[src/rtl/mac_pkg.sv]
// rtl/mac_pkg.sv - shared widths, defaults and stage control type for the MAC datapath
package mac_pkg;

  localparam int MAC_LANES = 16;
  localparam int MAC_DW    = 8;
  localparam int MAC_ACCW  = 24;

  typedef struct packed {
    logic valid;
    logic last;
  } stage_ctl_t;

  function automatic int tree_w(input int lanes, input int dw);
    return 2 * dw + $clog2(lanes);
  endfunction

endpackage

[src/rtl/mac_adder_tree.sv]
// rtl/mac_adder_tree.sv - combinational binary reduction of LANES products to tree_w bits
module mac_adder_tree
  import mac_pkg::*;
#(
  parameter int LANES  = MAC_LANES,
  parameter int DW     = MAC_DW,
  parameter bit SIGNED = 1'b0
) (
  input  logic [LANES*2*DW-1:0]         terms_i,
  output logic [tree_w(LANES, DW)-1:0] sum_o
);

  localparam int TW   = tree_w(LANES, DW);
  localparam int PW   = 2 * DW;
  localparam int LVLS = $clog2(LANES);

  // Every level is carried at full tree width, so no partial sum can overflow.
  for (genvar l = 0; l <= LVLS; l++) begin : g_lvl
    logic [TW-1:0] v [LANES >> l];
    if (l == 0) begin : g_leaf
      for (genvar i = 0; i < LANES; i++) begin : g_ext
        logic [PW-1:0] t;
        assign t    = terms_i[i*PW +: PW];
        assign v[i] = {{(TW-PW){SIGNED & t[PW-1]}}, t};
      end
    end else begin : g_sum
      for (genvar i = 0; i < (LANES >> l); i++) begin : g_add
        assign v[i] = g_lvl[l-1].v[2*i] + g_lvl[l-1].v[2*i+1];
      end
    end
  end

  assign sum_o = g_lvl[LVLS].v[0];

endmodule

[src/rtl/mac_vec_acc.sv]
// rtl/mac_vec_acc.sv - pipelined vector MAC with per-vector accumulate and stallable output
// Define MAC_SATURATE_EN for a saturating accumulator with a sticky per-vector ovf flag.
module mac_vec_acc
  import mac_pkg::*;
#(
  parameter int LANES  = MAC_LANES,
  parameter int DW     = MAC_DW,
  parameter int ACCW   = MAC_ACCW,
  parameter bit SIGNED = 1'b0
) (
  input  logic                clk,
  input  logic                rst,
  input  logic [LANES*DW-1:0] p,
  input  logic [LANES*DW-1:0] w,
  input  logic                in_valid,
  input  logic                in_last,
  output logic                in_ready,
  output logic [ACCW-1:0]     s,
  output logic                out_valid,
  input  logic                out_ready,
  output logic                ovf
);

  localparam int TW = tree_w(LANES, DW);
  localparam int PW = 2 * DW;

  logic                  adv;
  stage_ctl_t            s0_q, s1_q, s2_q;
  logic [LANES*DW-1:0]   p_q, w_q;
  logic [LANES*PW-1:0]   prod_d, prod_q;
  logic [TW-1:0]         tree_d, tree_q;
  logic [ACCW-1:0]       tree_ext, base, acc_d, acc_q, s_q;
  logic                  first_q, out_valid_q;

  assign adv       = !(out_valid_q && !out_ready);
  assign in_ready  = adv && !rst;
  assign s         = s_q;
  assign out_valid = out_valid_q;

  // Beats are registered ahead of the multipliers, giving a three-edge path to acc.
  for (genvar i = 0; i < LANES; i++) begin : g_mul
    logic [PW-1:0] pe, we;
    assign pe = {{DW{SIGNED & p_q[i*DW+DW-1]}}, p_q[i*DW +: DW]};
    assign we = {{DW{SIGNED & w_q[i*DW+DW-1]}}, w_q[i*DW +: DW]};
    assign prod_d[i*PW +: PW] = pe * we;
  end

  mac_adder_tree #(.LANES(LANES), .DW(DW), .SIGNED(SIGNED)) u_tree (
    .terms_i(prod_q),
    .sum_o  (tree_d)
  );

  if (ACCW > TW) begin : g_ext
    assign tree_ext = {{(ACCW-TW){SIGNED & tree_q[TW-1]}}, tree_q};
  end else begin : g_noext
    assign tree_ext = tree_q;
  end

  assign base = first_q ? '0 : acc_q;

`ifdef MAC_SATURATE_EN
  logic [ACCW:0] wide;
  logic          sat, ovf_acc_d, ovf_acc_q, ovf_q;

  assign wide = {SIGNED & base[ACCW-1], base} + {SIGNED & tree_ext[ACCW-1], tree_ext};

  always_comb begin
    acc_d = wide[ACCW-1:0];
    sat   = 1'b0;
    if (SIGNED) begin
      if (wide[ACCW] != wide[ACCW-1]) begin
        sat   = 1'b1;
        acc_d = wide[ACCW] ? {1'b1, {(ACCW-1){1'b0}}} : {1'b0, {(ACCW-1){1'b1}}};
      end
    end else if (wide[ACCW]) begin
      sat   = 1'b1;
      acc_d = '1;
    end
  end

  assign ovf_acc_d = (first_q ? 1'b0 : ovf_acc_q) | sat;
  assign ovf       = ovf_q;

  always_ff @(posedge clk) begin
    if (rst) begin
      ovf_acc_q <= 1'b0;
      ovf_q     <= 1'b0;
    end else if (adv && s2_q.valid) begin
      ovf_acc_q <= ovf_acc_d;
      if (s2_q.last) ovf_q <= ovf_acc_d;
    end
  end
`else
  assign acc_d = base + tree_ext;
  assign ovf   = 1'b0;
`endif

  always_ff @(posedge clk) begin
    if (adv) begin
      p_q    <= p;
      w_q    <= w;
      prod_q <= prod_d;
      tree_q <= tree_d;
    end
  end

  always_ff @(posedge clk) begin
    if (rst) begin
      s0_q        <= '0;
      s1_q        <= '0;
      s2_q        <= '0;
      acc_q       <= '0;
      first_q     <= 1'b1;
      s_q         <= '0;
      out_valid_q <= 1'b0;
    end else if (adv) begin
      s0_q.valid <= in_valid;
      s0_q.last  <= in_valid && in_last;
      s1_q       <= s0_q;
      s2_q       <= s1_q;
      if (s2_q.valid) begin
        acc_q   <= acc_d;
        first_q <= s2_q.last;
      end
      if (s2_q.valid && s2_q.last) begin
        s_q         <= acc_d;
        out_valid_q <= 1'b1;
      end else if (out_ready) begin
        out_valid_q <= 1'b0;
      end
    end
  end

endmodule

[config.mk]
export PLATFORM = sky130hd
export DESIGN_NAME = mac_vec_acc
export DESIGN_NICKNAME = d
export VERILOG_FILES = /design/src/rtl/mac_pkg.sv /design/src/rtl/mac_adder_tree.sv /design/src/rtl/mac_vec_acc.sv
export SDC_FILE = /design/constraint.sdc
export NUM_CORES = 2
export LEC_CHECK = 0
export BUFFER_PORTS_ARGS = -buffer_cell sky130_fd_sc_hd__buf_2
export CORE_MARGIN = 2
export CORE_UTILIZATION = 30
export DETAILED_ROUTE_END_ITERATION = 16
export GPL_TIMING_DRIVEN = 0
export PLACE_DENSITY = 0.46
export REMOVE_ABC_BUFFERS = 1
export SYNTH_ARGS = -nofsm -noshare
export SYNTH_HDL_FRONTEND = slang
export SYNTH_SLANG_ARGS = --single-unit
export TNS_END_PERCENT = 5
[constraint.sdc]
create_clock -name clk -period 57.3 [get_ports clk]
set_input_delay 2.865 -clock clk [delete_from_list [all_inputs] [get_ports clk]]
set_output_delay 2.865 -clock clk [all_outputs]
set_load 0.1 [all_outputs]
* Yosys cells after proc, flatten, opt, wreduce, memory -nomap -nowiden *
Cells that the tools add are included.

operators by class
  $add $sub $neg = 16
  reduce and logical (&&, ||, !) cells = 11
  $mul = 16
  muxes and demuxes = 3
  bitwise gates (word level) = 1

operators with widths
  kind               number
  $mul 8x8->16       16
  $add 16x16->17     8
  $add 17x17->18     4
  $add 18x18->19     2
  $add 24x20->24     1
  $mux 24            1
  $add 19x19->20     1
  $reduce_and 2->1   3
  $logic_and 1x1->1  4
  $logic_not 1->1    3
  $mux 1             2
  $reduce_bool 2->1  1
  $not 1->1          1

word-level totals
  output and inout bits = 27
  flip-flop bits (word level) = 588
  input bits = 261
  word-level logic and storage cells = 61

* Longest topological paths before layout *
  word-level depth = 4
  depth in mapped cells = 22
  gate-level depth less buffers = 22

* Modules after synthesis *
A second synthesis with hierarchy kept.

unflattened totals
  cell total of the unflattened synthesis = 5655
  area total of the unflattened synthesis = 60115.2 µm²

by module, submodules not included
  module          sequential area each (µm²)  instances  area an instance (µm²)  cells each
  mac_vec_acc     17096.4                     1          52217.6                 4768
  mac_adder_tree  0.0                         1          7897.6                  887

* Worst setup path before layout *
OpenSTA, ideal clock, no wires.

  kind = input-to-reg
  start = in out_ready
  end = reg acc_q[23]
  path slack = 37.020 ns
  setup time = 0.074 ns
  cell stages on the path = 7
  required time = 57.226 ns
  arrival time = 20.205 ns
  path buffers = 2
  path through = nor2b_1 -> clkbuf_1 -> inv_1 -> clkbuf_1 -> nand2_1 -> or4_1 -> a31oi_1

on the way
  cells in the longest elaborated chain, start to end = 4

RTL lines
  what                               line                source
  start, declared                    mac_vec_acc.sv:20   input logic out_ready,
  $logic_not 1->1                    mac_vec_acc.sv:35   assign adv = !(out_valid_q && !out_ready);
  $logic_and 1x1->1                  mac_vec_acc.sv:35
  $not 1->1 (no source line)         -
  $reduce_and 2->1 (no source line)  -
  end signal, assigned               mac_vec_acc.sv:112  acc_q <= '0;
  end signal, assigned               mac_vec_acc.sv:122  acc_q <= acc_d;
  end, declared                      mac_vec_acc.sv:32   logic [ACCW-1:0] tree_ext, base, acc_d, acc_q, s_q;

Every way passes these cells.
A chain may end at the register's enable or synchronous reset.

* Final worst setup path *
  start = in rst
  end = out in_ready

on the way
  cells in the longest elaborated chain, start to end = 2

RTL lines
  what               line               source
  start, declared    mac_vec_acc.sv:12  input logic rst,
  $logic_not 1->1    mac_vec_acc.sv:36  assign in_ready = adv && !rst;
  $logic_and 1x1->1  mac_vec_acc.sv:36
  end, declared      mac_vec_acc.sv:17  output logic in_ready,

Every way passes these cells.

==> impl_results.md <==
* Outcome: finished, final reports clean
* CTS sink cnt at 588
* Layout cells sized above 1 at 0.0746
* Initial DRC count at approximately 1700
* Clock Path Buffers at 3
* Post-Synth XOR/XNOR Area at 0.0301
* DPL Wire Length at 115000 µm
* Area grow syn2layout at 12.3%
* CTS-repair resized insts at 0
* Count of cell types in the netlist at 66
* Post-synth EDFFs at 532
* Initial Utilization at 0.302
* Synthesis-stage register bit count at 588
* Reg2reg end: tree_q[18]$_DFFE_PN_
* Top-count cell post-synth: inv_1
* Largest family of logic cells by synthesized area: adder cells
* Vias per cell at ~4.4
* Crit path kind: primary input to primary output
* DIE WIDTH at 442 µm
* Total Wirelength at 140000 µm
* Adder-cell share of the synthesized area at 0.412
* Global route overflow at 0
* # DRC at 0
* # IOs at roughly 290
* Clk root buf: clkbuf_16
* Number of port buffers at 286
* Worst-Margin Slew at about 1.2 ns
* Hold Path Stages at 2
* CTS tree: built
* Max Cap Viol at 0
* Top FF cell, synth: edfxtp_1
* RR Startpoint: prod_q[114]$_DFFE_PN_
* Clk_lat worst skew at 0.70 ns
* Core box area at 191000 µm²
* Via count at 36800
* CTS clk-pin slew, worst paths at 0.06 ns
* Crit path DAT at just over 4 ns
* Synth area leaders: edfxtp_1 28%, fa_1 28%, ha_1 14%, inv_1 7.4%, and2_1 6.1%
* Fmax at 143 MHz
* Die area at 196000 µm²
* Reg2reg setup slack at 50.73 ns
* Post-synthesis simple-gate area fraction at 0.131
* Drt first pass iters at 6
* Finish-stage setup viols at 0
* Number of synthesis warnings at 0
* Critical Path RT at between 50 and 60 ns
* Post-Syn Instances at ~5400
* Initial antenna violation count at 10
* Crit share post-route at 0.122
* CTS H-Tree Depth at 3
* Largest area contributor in the netlist: edfxtp_1
* First-pass GRT wire length at roughly 230000 µm
* Worst Clk Skew at 0.0279 ns
* CP Launch Type: primary input
* Vias in the first global route at 39300
* Ys async rst share at 0
* Critical Path Fanout Max at 59
* Num CTS Buffers at 79
* Fraction of synthesized area in multiplexers at 0.00191
* Synth Area in Compound Gates at 0.0515
* Worst Setup End Kind: primary output
* Slew margin rel. at 0.221
* Slew Limit Fails at 0
* Hold Violations, Final at 0
* Worst min-delay path class: flop to flop
* Worst setup path endpoint: in_ready
* Rows at 160
* R2R depth at 19
* Routed len/inst at 17.0 µm
* Sequential cell area fraction in the yosys report at 0.297
* Setup Fix Bufs, Post-CTS at 0
* CP Launch Point: rst
* Nets at 7385
* RePlAce Congestion at 0.803
* Antenna viol nets, final at 0
* GRT Overall Usage at 0.148
* Unrepaired setup endpoints after global routing: false
* Area of the mapped netlist at 57600 µm²
* Post-synth top area share at 0.277
* Die Y at 442 µm
* Largest net degree at the start of global routing at 125
* Final critical-path required period at ~7 ns
* # hold bufs at CTS at 0
* Synthesized area per cell at 10.7 µm²
* Commonest cells in the netlist: 1135 x inv_1, 797 x fa_1, 625 x ha_1
* Setup TNS at 0 ns
-- critical path, stage by stage --
cell and delay, ns:
buf_2 0.83, nor2_1 0.10, buf_2 0.34
-- logic make-up (layout without fill, tap and decap cells) --
logic type	Yosys count	count (layout)
fa+ha+maj	1422	1422
compound gates	478	478
other cells	1	2
flops	588	588
simple gates	1497	1497
buf+inv	1177	1566
xor+xnor	198	198
mux	11	11
-- metal layers --
layer  up-vias  global-route usage  wire, µm
li1      17700                   -         -
met1     18500               0.207     66600
met2       497               0.245     66400
met3       113              0.0230      5230
met4        10              0.0275      2160
met5         -                   0        62
-- layout make-up --
type | count | area, µm²
multi-input combinational | 3607 | 36100
inverter | 1135 | 4270
fill | 19400 | 126000
tap | 2511 | 3140
antenna | 1 | 2.50
timing repair buffer | 291 | 1570
clock buffer | 92 | 2100
clock inverter | 48 | 417
sequential | 588 | 17100
-- metrics by stage --
step	std cells	hold slack, ns	setup slack [ns]	instance area (µm²)	utilization
finish	8273	0.450	50.29	64700	0.340
CTS	8272	0.453	50.24	64700	0.340
global route	8273	0.469	50.17	64700	0.340
detailed placement	8132	0.436	50.24	62200	0.326
global placement	8127	0.433	30.22	62100	0.326
floorplan	5330	0.421	38.33	57500	-
-- registers in the layout, summed over array words and instances, names as in the netlist --
register / flops
acc_q: 24
first_q: 1
out_valid: 1
p_q: 128
prod_q: 256
s: 24
s0_q: 2
s1_q: 2
s2_q: 2
tree_q: 20
w_q: 128
-- cells in the final DEF, fill, tap and decap left out, types with 58 or more instances in the layout --
| cell type | n |
|---|---|
| o21ai_0 | 83 |
| nand2_1 | 603 |
| buf_2 | 286 |
| ha_1 | 625 |
| xnor2_1 | 164 |
| clkbuf_16 | 81 |
| fa_1 | 797 |
| a21o_1 | 58 |
| a21oi_1 | 197 |
| and2_1 | 563 |
| nor2_1 | 114 |
| inv_1 | 1134 |
| edfxtp_1 | 532 |
-- worst min path at each step --
| stage | start | endpoint | slack (ns) |
|---|---|---|---|
| finish | acc_q[10]$_SDFFE_PP0P_ | acc_q[10]$_SDFFE_PP0P_ | 0.45 |
| global route | acc_q[2]$_SDFFE_PP0P_ | acc_q[2]$_SDFFE_PP0P_ | 0.47 |
| CTS | s[22]$_SDFFE_PP0P_ | s[22]$_SDFFE_PP0P_ | 0.45 |
| detailed placement | s[22]$_SDFFE_PP0P_ | s[22]$_SDFFE_PP0P_ | 0.44 |
| global placement | s[22]$_SDFFE_PP0P_ | s[22]$_SDFFE_PP0P_ | 0.43 |
| floorplan | acc_q[18]$_SDFFE_PP0P_ | acc_q[18]$_SDFFE_PP0P_ | 0.42 |
Power is not shown: default switching activity piles up to over one toggle a cycle in this logic, so the estimate is an artifact.
